==> src/rtl/qmulti_pkg.sv <==
// Shared state encoding and format helpers for the iterative sign-magnitude Q multiplier.
package qmulti_pkg;

  typedef enum logic [1:0] {
    ST_IDLE = 2'd0,
    ST_BUSY = 2'd1,
    ST_DONE = 2'd2
  } state_t;

  function automatic int sign_idx(input int w);
    return w - 1;
  endfunction

  function automatic int mag_w(input int w);
    return w - 1;
  endfunction

  function automatic int acc_w(input int w);
    return 2 * (w - 1);
  endfunction

endpackage

==> src/rtl/qmulti_pack.sv <==
// Turns the raw magnitude product into a packed sign-magnitude word: truncate, saturate, fix sign.
module qmulti_pack
  import qmulti_pkg::*;
#(
  parameter int WIDTH = 32,
  parameter int FRAC  = 16
) (
  input  logic [acc_w(WIDTH)-1:0] acc,
  input  logic                    sign,
  output logic [WIDTH-1:0]        result,
  output logic                    ovf
);

  localparam int MAG_W = mag_w(WIDTH);
  localparam int ACC_W = acc_w(WIDTH);

  function automatic logic [ACC_W-1:0] trunc_shift(input logic [ACC_W-1:0] a);
    return a >> FRAC;
  endfunction

  // Anything left above the magnitude field after the fractional shift cannot be represented.
  function automatic logic sat_detect(input logic [ACC_W-1:0] s);
    return |(s >> MAG_W);
  endfunction

  function automatic logic [MAG_W-1:0] saturate(input logic [MAG_W-1:0] m, input logic o);
    return o ? {MAG_W{1'b1}} : m;
  endfunction

  logic [ACC_W-1:0] shifted;
  logic [MAG_W-1:0] mag;

  always_comb begin
    shifted = trunc_shift(acc);
    ovf     = sat_detect(shifted);
    mag     = saturate(shifted[MAG_W-1:0], ovf);
    result  = {sign & (|mag), mag};
  end

endmodule

==> src/rtl/qmulti_iter.sv <==
// Iterative shift-add sign-magnitude fixed-point multiplier, one multiplier bit per cycle.
module qmulti_iter
  import qmulti_pkg::*;
#(
  parameter int WIDTH = 32,
  parameter int FRAC  = 16
) (
  input  logic             clk,
  input  logic             rst_n,
  input  logic             in_valid,
  output logic             in_ready,
  input  logic [WIDTH-1:0] multi1,
  input  logic [WIDTH-1:0] multi2,
  output logic             out_valid,
  input  logic             out_ready,
  output logic [WIDTH-1:0] result,
  output logic             ovf
);

  localparam int MAG_W = mag_w(WIDTH);
  localparam int ACC_W = acc_w(WIDTH);
  localparam int SGN   = sign_idx(WIDTH);
  localparam int CNT_W = $clog2(WIDTH);

  state_t           state;
  logic [ACC_W-1:0] acc;
  logic [ACC_W-1:0] mcand;
  logic [MAG_W-1:0] mplier;
  logic             sgn;
  logic [CNT_W-1:0] cnt;
  logic [WIDTH-1:0] pack_res;
  logic             pack_ovf;

  qmulti_pack #(
    .WIDTH(WIDTH),
    .FRAC (FRAC)
  ) u_pack (
    .acc   (acc),
    .sign  (sgn),
    .result(pack_res),
    .ovf   (pack_ovf)
  );

  always_ff @(posedge clk or negedge rst_n) begin
    if (!rst_n) begin
      state     <= ST_IDLE;
      in_ready  <= 1'b1;
      out_valid <= 1'b0;
      result    <= '0;
      ovf       <= 1'b0;
      acc       <= '0;
      mcand     <= '0;
      mplier    <= '0;
      sgn       <= 1'b0;
      cnt       <= '0;
    end else begin
      case (state)
        ST_IDLE: begin
          if (in_valid) begin
            mcand    <= ACC_W'(multi1[MAG_W-1:0]);
            mplier   <= multi2[MAG_W-1:0];
            sgn      <= multi1[SGN] ^ multi2[SGN];
            acc      <= '0;
            cnt      <= '0;
            in_ready <= 1'b0;
            state    <= ST_BUSY;
          end
        end
        ST_BUSY: begin
          // Count reaches WIDTH-1 once every magnitude bit is in; this extra cycle registers the packed result.
          if (cnt == CNT_W'(WIDTH - 1)) begin
            result    <= pack_res;
            ovf       <= pack_ovf;
            out_valid <= 1'b1;
            state     <= ST_DONE;
          end else begin
            if (mplier[0]) begin
              acc <= acc + mcand;
            end
            mcand  <= mcand << 1;
            mplier <= mplier >> 1;
            cnt    <= cnt + CNT_W'(1);
          end
        end
        ST_DONE: begin
          if (out_ready) begin
            out_valid <= 1'b0;
            in_ready  <= 1'b1;
            state     <= ST_IDLE;
          end
        end
        default: begin
          out_valid <= 1'b0;
          in_ready  <= 1'b1;
          state     <= ST_IDLE;
        end
      endcase
    end
  end

endmodule

==> config.mk <==
export PLATFORM = sky130hd
export DESIGN_NAME = qmulti_iter
export DESIGN_NICKNAME = d
export VERILOG_FILES = /design/src/rtl/qmulti_pkg.sv /design/src/rtl/qmulti_pack.sv /design/src/rtl/qmulti_iter.sv
export SDC_FILE = /design/constraint.sdc
export NUM_CORES = 1
export LEC_CHECK = 0
export BUFFER_PORTS_ARGS = -buffer_cell sky130_fd_sc_hd__buf_2
export CORE_UTILIZATION = 53
export DETAILED_ROUTE_END_ITERATION = 16
export PLACE_DENSITY_LB_ADDON = 0.08
export REMOVE_ABC_BUFFERS = 1
export SLEW_MARGIN = 5
export SYNTH_ARGS = -nofsm -noshare
export SYNTH_HDL_FRONTEND = slang
export SYNTH_SLANG_ARGS = --single-unit
==> constraint.sdc <==
create_clock -name clk -period 2.9 [get_ports clk]
set_input_delay 0.145 -clock clk [delete_from_list [all_inputs] [get_ports clk]]
set_output_delay 0.145 -clock clk [all_outputs]
set_load 0.1 [all_outputs]
==> impl_metrics.json <==
{
  "area_growth_pct": 31.0,
  "clock_path_buffers": 2,
  "cp_slowest_cell": "dfrtp_1",
  "yosys_warnings": 0,
  "drc_errors": 0,
  "gp_congestion": 0.908,
  "yosysTopAreaCellShare_pct": 42.3,
  "max_freq_ghz": 0.316,
  "clk_pin_slew_worst_paths_ps": 80,
  "grt_max_degree": 77,
  "first_pass_iters": 6,
  "r2r-start": "mcand[0]",
  "crit_family": "compound AO/OA/AOI/OAI gates",
  "synthTopCellsByArea": "dfrtp_1, nand2_1, ha_1, nor2_1, o21ai_0",
  "dpl-instance-area_um2": 13700,
  "max_cap_viol_count": 0,
  "cts.htree.levels": 4,
  "clock-skew-final_ps": 16.4,
  "path_common_cell": "o21ai_2",
  "synth-seq-area-share_pct": 42.6,
  "grt_pass1_wl_um": 52600,
  "worstMarginPinSlew_ps": 662,
  "crit_type": "register to register",
  "cts.sinks": 198,
  "crit_arrival_ps": 3460,
  "layout.nets": 1788,
  "die_area_um2": 22600,
  "synth_area_per_cell_um2": 8.64,
  "worst_slack_ps": -269,
  "status": "finished with violations",
  "grt_pass1_vias": 10600,
  "syn_inst": 1348,
  "path_max_fanout": 4,
  "worst-path-buf-inv": 1,
  "critical-path-max-stage-delay_ps": 360,
  "async_flop_share_pct": 100,
  "cts_root_buffer": "clkbuf_16",
  "synth_edf_count": 0,
  "vias_per_cell": 5.72,
  "hp-class": "input port to register",
  "worstPathRequired_ps": 3200,
  "grt-ovfl-total": 0,
  "ant_nets": 0,
  "core_um2": 21300,
  "clk_latency_ps": 450,
  "ios": 103,
  "num_antenna_cells": 0,
  "cts_tree": "yes",
  "num_rows": 53,
  "track_usage_pct": 29.5,
  "drv_slew": 0,
  "crit_path_cell_trace": "ha_2 -> inv_2 -> fa_2 -> and2b_1 -> o21a_1 -> o21ai_2 -> a2111oi_4 -> o21ai_2 -> a2111oi_4 -> o21ai_2 -> a211oi_2 -> mux2i_1 -> o311ai_1",
  "min_period_ps": 3170,
  "io_buffers": 102,
  "ys_types": 73,
  "synth_area_um2": 11600,
  "maxSlewHeadroom_pct": 55.9,
  "rsz0062_at_grt": "yes",
  "violations": "setup timing",
  "yosys.area.top_type": "dfrtp_1",
  "drt-initial-drc-count": 730,
  "dp_hpwl_um": 22000,
  "wl_per_cell_um": 16.5,
  "design_area_um2": 15300,
  "dieHeight_um": 150,
  "vias": 11100,
  "synth_top_flop_cell": "dfrtp_1",
  "critPathCaptureType": "register",
  "finalSetupViolations": 17,
  "crit_path_start_kind": "register",
  "finalHoldViolCount": 0,
  "startpoint": "mcand[0]",
  "ys_ff_latch": 198,
  "hold_path.startpoint": "multi1[28]",
  "synthMostInstantiatedCell": "nand2_1",
  "die_w_um": 150,
  "routed_wl_um": 32000,
  "antenna_found_initial": 0,
  "start_util_pct": 54.7,
  "drive_above_1_share_pct": 24.3,
  "period_share_pct": 109,
  "ys_top_cells_by_count": "nand2_1, dfrtp_1, nor2_1, o21ai_0, a21oi_1",
  "cts_buffers": 17
}
kinds of logic after synthesis:
family          synth area share [%]
simple gates                    20.2
compound gates                  22.7
flops                           42.6
buf+inv                         3.21
fa+ha+maj                       6.94
xor+xnor                        3.76
mux                            0.580
flip-flops by register name, indices dropped and copies added (netlist names):
| register | count |
|---|---|
| mplier | 31 |
| result | 32 |
| cnt | 5 |
| mcand | 62 |
| state | 2 |
| out_valid | 1 |
| sgn | 1 |
| acc | 62 |
| ovf | 1 |
| in_ready | 1 |
per-stage QoR:
step / TNS, ps / hold WS (ps) / setup WS (ps) / std cells / utilization, %
floorplan: -486700 / -151 / -3790 / 1269 / -
global placement: -1980 / 212 / -223 / 1835 / 64.4
detailed placement: -4080 / 216 / -374 / 1835 / 64.4
CTS: -1530 / 17.4 / -219 / 1937 / 70.6
global route: -4680 / 54.3 / -432 / 1944 / 71.7
finish: -2050 / 31.7 / -269 / 1944 / 71.7
tightest hold or removal path, stage by stage:
cell and delay [ps]:
buf_2 100, nand2_1 100, a31oi_1 90
what timing repair did:
item | 4_1_cts | 5_1_grt
cloned | 0 | 0
setup buffers | 5 | 11
hold buffers | 65 | 0
pin swaps | 13 | 25
endpoints found under the hold margin | 138 | 0
endpoints found under the setup margin | 25 | 34
resized for setup | 20 | 47
metal layers:
metal  wire length [um]  vias to the layer above  GRT usage, %  part of all wire (%)
met5                  0                        -             0                     0
met4                568                        0          8.33                   1.8
met3               1220                       44          3.55                   3.8
met2              14900                      311          47.7                    46
met1              15400                     5300          41.5                    48
li1                   -                     5456             -                     -
worst paths after layout:
check	endpoint	slack, ps	cells past startpoint
setup / recovery	acc[60]	-270	13
hold / removal	mcand[28]	30	3
setup reg to reg	acc[60]	-270	13
hold reg to reg	result[4]	470	2
max in group asynchronous	result[16]	1800	3
min in group asynchronous	result[0]	290	2
final cells by class:
type | count | area, um^2
Tap cell | 275 | 344
Clock inverter | 13 | 109
Multi-Input combinational cell | 1055 | 6610
Inverter | 16 | 61.3
Clock buffer | 19 | 433
Sequential cell | 198 | 4960
Timing Repair Buffer | 368 | 2750
Fill cell | 1688 | 6030
cells in the final DEF (no fill, tap or decap), types with 33 or more instances in the layout:
master         count
ha_1              57
o21ai_0           94
dlygate4sd3_1     65
nand2_1          208
a22o_1            33
buf_2            101
a31oi_1           67
buf_4            194
nand3_1           74
nor2_1           142
dfrtp_1          197
a21oi_1           70
a21o_1            35
Power is left out: the tool's default activity adds up to more than one toggle a clock period on the data nets, which glitch-free logic cannot reach.
